### src/rtl/serial_addsub.sv
// Bit-serial adder/subtractor: one full-adder cell plus a carry flop, iterated
// LSB-first over WIDTH cycles, with a start/busy/done handshake.
module serial_addsub #(
  parameter int WIDTH = 8
) (
  input  logic             clk,
  input  logic             rst,
  input  logic             start,
  input  logic             sub,
  input  logic [WIDTH-1:0] a,
  input  logic [WIDTH-1:0] b,
  output logic             busy,
  output logic             done,
  output logic [WIDTH-1:0] sum,
  output logic             carry_out,
  output logic             overflow
);

  localparam int CW = $clog2(WIDTH);
  localparam logic [CW-1:0] LAST = CW'(WIDTH - 1);

  localparam logic [1:0] IDLE = 2'd0;
  localparam logic [1:0] RUN  = 2'd1;
  localparam logic [1:0] DONE = 2'd2;

  logic [1:0]       state_reg;
  logic [WIDTH-1:0] a_sh_reg;
  logic [WIDTH-1:0] b_sh_reg;
  logic [WIDTH-2:0] r_sh_reg;
  logic             c_reg;
  logic [CW-1:0]    cnt_reg;
  logic             busy_reg;
  logic             done_reg;
  logic [WIDTH-1:0] sum_reg;
  logic             carry_reg;
  logic             ovf_reg;

  logic             bit_s;
  logic             bit_c;
  logic             last_bit;
  logic [WIDTH-1:0] r_cat;

  // Full-adder cell on the current LSBs; r_cat is the result with the new bit on top.
  always_comb begin
    bit_s    = a_sh_reg[0] ^ b_sh_reg[0] ^ c_reg;
    bit_c    = (a_sh_reg[0] & b_sh_reg[0]) | (a_sh_reg[0] & c_reg) | (b_sh_reg[0] & c_reg);
    last_bit = (cnt_reg == LAST);
    r_cat    = {bit_s, r_sh_reg};
  end

  always_ff @(posedge clk) begin
    if (!rst) begin
      state_reg <= IDLE;
      a_sh_reg  <= '0;
      b_sh_reg  <= '0;
      r_sh_reg  <= '0;
      c_reg     <= 1'b0;
      cnt_reg   <= '0;
      busy_reg  <= 1'b0;
      done_reg  <= 1'b0;
      sum_reg   <= '0;
      carry_reg <= 1'b0;
      ovf_reg   <= 1'b0;
    end else begin
      case (state_reg)
        IDLE: begin
          done_reg <= 1'b0;
          if (start) begin
            // Subtraction is a + ~b + 1: the +1 enters as the initial carry.
            a_sh_reg  <= a;
            b_sh_reg  <= sub ? ~b : b;
            c_reg     <= sub;
            r_sh_reg  <= '0;
            cnt_reg   <= '0;
            busy_reg  <= 1'b1;
            state_reg <= RUN;
          end
        end
        RUN: begin
          a_sh_reg <= a_sh_reg >> 1;
          b_sh_reg <= b_sh_reg >> 1;
          r_sh_reg <= r_cat[WIDTH-1:1];
          c_reg    <= bit_c;
          cnt_reg  <= cnt_reg + CW'(1);
          if (last_bit) begin
            // c_reg is the carry into the MSB at this point.
            sum_reg   <= r_cat;
            carry_reg <= bit_c;
            ovf_reg   <= c_reg ^ bit_c;
            busy_reg  <= 1'b0;
            done_reg  <= 1'b1;
            cnt_reg   <= '0;
            state_reg <= DONE;
          end
        end
        DONE: begin
          done_reg  <= 1'b0;
          state_reg <= IDLE;
        end
        default: begin
          busy_reg  <= 1'b0;
          done_reg  <= 1'b0;
          state_reg <= IDLE;
        end
      endcase
    end
  end

  assign busy      = busy_reg;
  assign done      = done_reg;
  assign sum       = sum_reg;
  assign carry_out = carry_reg;
  assign overflow  = ovf_reg;

endmodule
### config.mk
export PLATFORM = sky130hd
export DESIGN_NAME = serial_addsub
export DESIGN_NICKNAME = d
export VERILOG_FILES = /design/src/rtl/serial_addsub.sv
export SDC_FILE = /design/constraint.sdc
export NUM_CORES = 1
export LEC_CHECK = 0
export CAP_MARGIN = 20
export CORE_ASPECT_RATIO = 0.9
export CORE_MARGIN = 2
export CORE_UTILIZATION = 39
export DETAILED_ROUTE_END_ITERATION = 6
export SLEW_MARGIN = 20
export SYNTH_ARGS = -nofsm -noshare
export SYNTH_HDL_FRONTEND = slang
export SYNTH_SLANG_ARGS = --single-unit
export TNS_END_PERCENT = 50
### constraint.sdc
create_clock -name clk -period 1.55 [get_ports clk]
set_input_delay 0.155 -clock clk [delete_from_list [all_inputs] [get_ports clk]]
set_output_delay 0.155 -clock clk [all_outputs]
set_load 0.01 [all_outputs]
==> results of run 1 <==
metal layers:
metal | up-vias | global-route usage [%] | part of all wire [%]
li1 | 688 | - | -
met1 | 628 | 22.01 | 50
met2 | 26 | 25.33 | 45
met3 | 7 | 5.446 | 4.2
met4 | 0 | 5.455 | 1.4
met5 | - | 0 | 0
critical path, cell delays in order, from the launching register on:
cell and delay (ns):
dfxtp_1 0.51, nand2b_1 0.30, nor2_4 0.13, a221o_1 0.36
report_power, final:
| part | internal [W] | total (W) | switching, W |
|---|---|---|---|
| combinational | 0.000134 | 0.000249 | 0.000115 |
| clock | 0.000525 | 0.000882 | 0.000357 |
| sequential | 0.00110 | 0.00113 | 0.0000338 |
cells in the final DEF (no fill, tap or decap), types with 2 or more instances in the layout:
master and instances:
nand3b_1 2, mux2i_1 11, a221o_1 5, inv_1 2, clkinv_1 2, a22o_1 9, xnor2_1 7, xor2_1 2
nor2_4 2, clkbuf_8 6, o221ai_1 3, buf_4 10, dfxtp_1 41, nor2_1 22, o21ai_0 10, nand2_1 5
clkdlybuf4s50_1 31, o2bb2ai_1 7, nand3_1 3, a21oi_1 10
cell type report:
cell class / count / area share [%]
Multi-Input combinational cell: 114 / 36.46
Sequential cell: 41 / 36.79
Clock inverter: 1 / 1.346
Clock buffer: 7 / 3.870
Inverter: 4 / 0.6730
Tap cell: 48 / 2.692
Timing Repair Buffer: 42 / 18.17
cell usage after synthesis, drive strengths merged:
| library cell | count | area share, % |
|---|---|---|
| a221oi | 1 | 0.52 |
| o21a | 1 | 0.44 |
| o31ai | 1 | 0.44 |
| xor2 | 2 | 1.0 |
| nand4bb | 1 | 0.66 |
| a22oi | 1 | 0.44 |
| o21bai | 1 | 0.44 |
| a22o | 9 | 4.6 |
| nand2 | 5 | 1.1 |
| xnor2 | 7 | 3.6 |
| and2 | 1 | 0.37 |
| a221o | 5 | 2.9 |
| buf | 6 | 2.4 |
| clkinv | 2 | 0.44 |
| nor2 | 24 | 5.9 |
| o21ba | 1 | 0.96 |
| a21oi | 10 | 2.9 |
| dfxtp | 41 | 48 |
| or3 | 1 | 0.37 |
| ha | 2 | 1.5 |
| nand2b | 1 | 0.37 |
| or3b | 1 | 0.52 |
| o221ai | 3 | 1.5 |
| nor2b | 1 | 0.37 |
| and3 | 1 | 0.37 |
| nand3 | 3 | 0.88 |
| fa | 1 | 1.2 |
| o21ai | 10 | 2.9 |
| o2bb2ai | 7 | 3.6 |
| mux2i | 11 | 6.5 |
| inv | 2 | 0.44 |
| nand3b | 2 | 0.88 |
| clkbuf | 4 | 0.88 |
through the flow:
step                hold slack, ns  power [W]  TNS, ns
finish                      0.4767   0.002263        0
global route                0.5056   0.002353        0
CTS                         0.4838   0.002280        0
detailed placement          0.4662   0.001405  -0.6613
global placement            0.4574   0.001393  -0.1160
floorplan                   0.2927   0.001294        0
path summary, 6_finish.rpt:
| check | endpoint | slack, ns | depth (start not counted) |
|---|---|---|---|
| setup / recovery | b_sh_reg[1] | 0.14 | 3 |
| hold / removal | done | 0.48 | 1 |
| setup reg to reg | b_sh_reg[1] | 0.14 | 3 |
| hold reg to reg | done | 0.48 | 1 |
cell families (layout without fill, tap and decap cells):
kind of cell | count (synthesis) | count (layout) | share of synthesized area (%)
adders and majority gates | 3 | 3 | 2.655
xor gates and xnor gates | 9 | 9 | 4.646
AOI/OAI and AO/OA | 50 | 50 | 21.90
buffers and inverters | 14 | 54 | 4.129
and+or+nand+nor | 41 | 41 | 11.80
muxes | 11 | 11 | 6.490
DFF | 41 | 41 | 48.38
repair_timing:
action / in CTS / in global routing
setup buffers: 0 / 0
endpoints found under the setup margin: 0 / 4
gates resized for setup: 0 / 2
==> results.cfg, run 1 <==
[critical_path]
critPathArrivalTime_ns = 1.59
cp-start-kind = flip-flop
r2r-start = state_reg[1]
crit_start = state_reg[1]
cp-end-kind = flip-flop
required_ns = 1.73
path_class = flip-flop to flip-flop
path_max_fanout = 16

[worst_hold_path]
hold_class = flip-flop to flip-flop
hold_start = done

[placed_design]
place_ws_ns = -0.07282
hpwl_um = 2559
placed_area_mm2 = 0.002107
dp.cells = 249
gp_congestion = 0.7999
place.port_buffers = 31

[drt]
vias_per_cell = 5.249
drt_iter0_markers = 35
drc = 0
first_pass_iters = 4
num_vias = 1349
drt_wl_total_um = 3549
antenna_left = 0
wire_per_inst_um = 13.81

[clocking]
root_buffer = clkbuf_8
cts_max_path_buffers = 2
htree_num_levels = 2
clk_latency_ns = 0.29
numCtsBuffers = 5
cts_tree = yes
ctsHoldBuffers = 0
path_clk_slew_ns = 0.07
clkSinkCount = 41

[global_routing]
antenna_found_initial = 0
grt_usage_pct = 16.61
grt_start_max_net_pins = 17
grt_pass1_wl_um = 6258
grt_pass1_vias = 1334
grt_overflow = 0

[sta]
final-max-slew-violation-count = 0
setup_violations = 0
min_period_ns = 1.411
setup_slack_ns = 0.1393
fin_crit_sh_pct = 91.01
finalHoldViolations = 0
rsz0062_at_grt = no
max_freq_mhz = 708.9
finalClockSkew_ns = 0.004045
maxSlewHeadroom_pct = 76.11
worst_slew_pin_slew_ns = 0.3575

[logic_synthesis]
syn_area_mm2 = 0.001697
seq_area_frac_synth_pct = 48.38
postSynthCellCount = 169
synth.net_count = 192
ys_seq_elements = 41
ys.warnings.count = 0
synth_cell_types = 38
syn_avg_cell_area_um2 = 10.04

[floorplan]
io_pins = 32
core_mm2 = 0.004129
start_util_pct = 41.09
die_h_um = 66.57
die-width_um = 73.53
rows = 22
dieArea_mm2 = 0.004895

[layout]
fin_nets = 231
postLayoutCellArea_mm2 = 0.002231
finalNonFillerCells = 257
drive_gt1_share_pct = 11.00
fin_util_pct = 54.03
antenna_cells = 0
multi_input_area_um2 = 813.3
fill_cells = 385
seq_area_um2 = 820.8
area_growth_pct = 31.49

[power_and_ir_drop]
leakagePower_nw = 0.9203
p_per_area_mw_per_mm2 = 1014
irDropWorstVdd_mv = 0.5733

[outcome]
status = finished clean

[run]
cap_viol_max_count = 0
Power figures use the tool's default switching activity.
==> run 2, diff against run 1 <==
- ABC_CLOCK_PERIOD_IN_PS: not set -> 1550
==> results of run 2 <==
Same layout as run 1: the final DEF is identical, and so are final timing and power.
==> run 3, diff against run 2 <==
- MAX_ROUTING_LAYER: not set -> met4
==> results.cfg, run 3 (synthesis results as in run 1) <==
[outcome]
status = finished clean

[clocking]
clkSinkCount = 41
clk_latency_ns = 0.29
numCtsBuffers = 5
htree_num_levels = 2
path_clk_slew_ns = 0.07
ctsHoldBuffers = 0
cts_max_path_buffers = 2
root_buffer = clkbuf_8
cts_tree = yes
post_cts_buffers = 0

[critical_path]
cp-start-kind = flip-flop
r2r_slack_ns = 0.14
crit_chain = nand2b_1 > nor2_4 > a221o_1
r2r-start = state_reg[1]
cp-end-kind = flip-flop
critPathArrivalTime_ns = 1.59
max_stage_delay_ns = 0.51
crit_start = state_reg[1]
path_max_fanout = 16
cp_slowest_cell = dfxtp_1
reg2reg_to = b_sh_reg[1]
required_ns = 1.73
path_class = flip-flop to flip-flop
reg2reg_depth = 3
setup.worst_path.end = b_sh_reg[1]

[drt]
drt_wl_total_um = 3548
vias_per_cell = 5.261
first_pass_iters = 4
drt_iter0_markers = 36
antenna_left = 0
num_vias = 1352
drc = 0
wire_per_inst_um = 13.81

[floorplan]
dieArea_mm2 = 0.004895
die_h_um = 66.57
core_mm2 = 0.004129
rows = 22
io_pins = 32
start_util_pct = 41.09
die-width_um = 73.53

[power_and_ir_drop]
comb_power_share_pct = 11.0
internal-power_w = 0.001758
pwr-share-clk_pct = 38.9
p_total_w = 0.002261
p_per_area_mw_per_mm2 = 1014
switching_share_pct = 22.26
pwr-share-seq_pct = 50.1
p_sw_w = 0.0005034
leakagePower_nw = 0.9203
irDropWorstVdd_mv = 0.5735

[sta]
fin_crit_sh_pct = 90.75
worst_slew_pin_slew_ns = 0.3548
finalClockSkew_ns = 0.002890
min_period_ns = 1.407
setup_tns_ns = 0
finalHoldViolations = 0
maxSlewHeadroom_pct = 76.29
final-max-slew-violation-count = 0
max_freq_mhz = 710.9
rsz0062_at_grt = no
setup_violations = 0

[global_routing]
grt_start_max_net_pins = 17
grt_overflow = 0
grt_pass1_vias = 1331
grt_usage_pct = 17.05
grt_pass1_wl_um = 6258
antenna_found_initial = 0

[layout]
fin_nets = 231
antenna_cells = 0
final_common_cell = dfxtp_1
finalNonFillerCells = 257
area_growth_pct = 31.49
layout_common_cells = dfxtp_1, clkdlybuf4s50_1, nor2_1
drive_gt1_share_pct = 11.00

[placed_design]
place.port_buffers = 31
hpwl_um = 2559
dp.cells = 249
gp_congestion = 0.8113

[run]
cap_viol_max_count = 0

[worst_hold_path]
hold_class = flip-flop to flip-flop
## run 3: power groups by stage
stage | combinational (W) | clock, W | sequential [W]
floorplan | 0.000148 | 0 | 0.00115
global placement | 0.000239 | 0 | 0.00115
detailed placement | 0.000249 | 0 | 0.00116
CTS | 0.000250 | 0.000899 | 0.00113
global route | 0.000279 | 0.000936 | 0.00114
finish | 0.000249 | 0.000879 | 0.00113
## run 3: area by class of cell
cell class	count	area (µm²)
fillers	385	1898
flip-flops and latches	41	820.8
multi-input cells	114	813.3
repair buffers	42	405.4
clock buffers	7	86.33
well taps	48	60.06
clock inverters	1	30.03
inverters	4	15.01
## run 3: per-layer routing
layer | part of all wire (%) | global-route usage (%) | wire (µm) | vias to the layer above
li1 | - | - | - | 690
met1 | 50 | 22.01 | 1784 | 631
met2 | 44 | 25.33 | 1571 | 24
met3 | 4.0 | 5.446 | 141 | 7
met4 | 1.4 | 5.455 | 51 | 0
met5 | 0 | - | 0 | -
## run 3: worst min path at each step
stage                start          end  slack [ns]  depth (start not counted)
3_5_place_dp          done         done        0.47                          1
3_3_place_gp          done         done        0.46                          1
4_1_cts               done         done        0.48                          1
6_report              done         done        0.48                          1
2_1_floorplan          rst        c_reg        0.29                          2
5_1_grt        r_sh_reg[0]  r_sh_reg[0]        0.51                          1
## run 3: critical path, delay by kind of cell, from the launching register on
kind / cells / cell delay, ns
flops: 1 / 0.51
simple gates: 2 / 0.43
compound gates: 1 / 0.36
## run 3: through the flow
step	utilization [%]	hold WS, ns	worst slack, ns	cell area [µm²]
CTS	53.85	0.4838	0.09428	2223
floorplan	-	0.2927	0.2200	1697
global route	54.03	0.5056	0.01648	2231
detailed placement	51.03	0.4662	-0.07282	2107
global placement	51.03	0.4574	-0.02384	2107
finish	54.03	0.4767	0.1433	2231
## run 3: what timing repair did
| action | in CTS | in global routing |
|---|---|---|
| hold endpoints to repair | 0 | 0 |
| gates resized for setup | 0 | 2 |
| setup endpoints to repair | 0 | 4 |
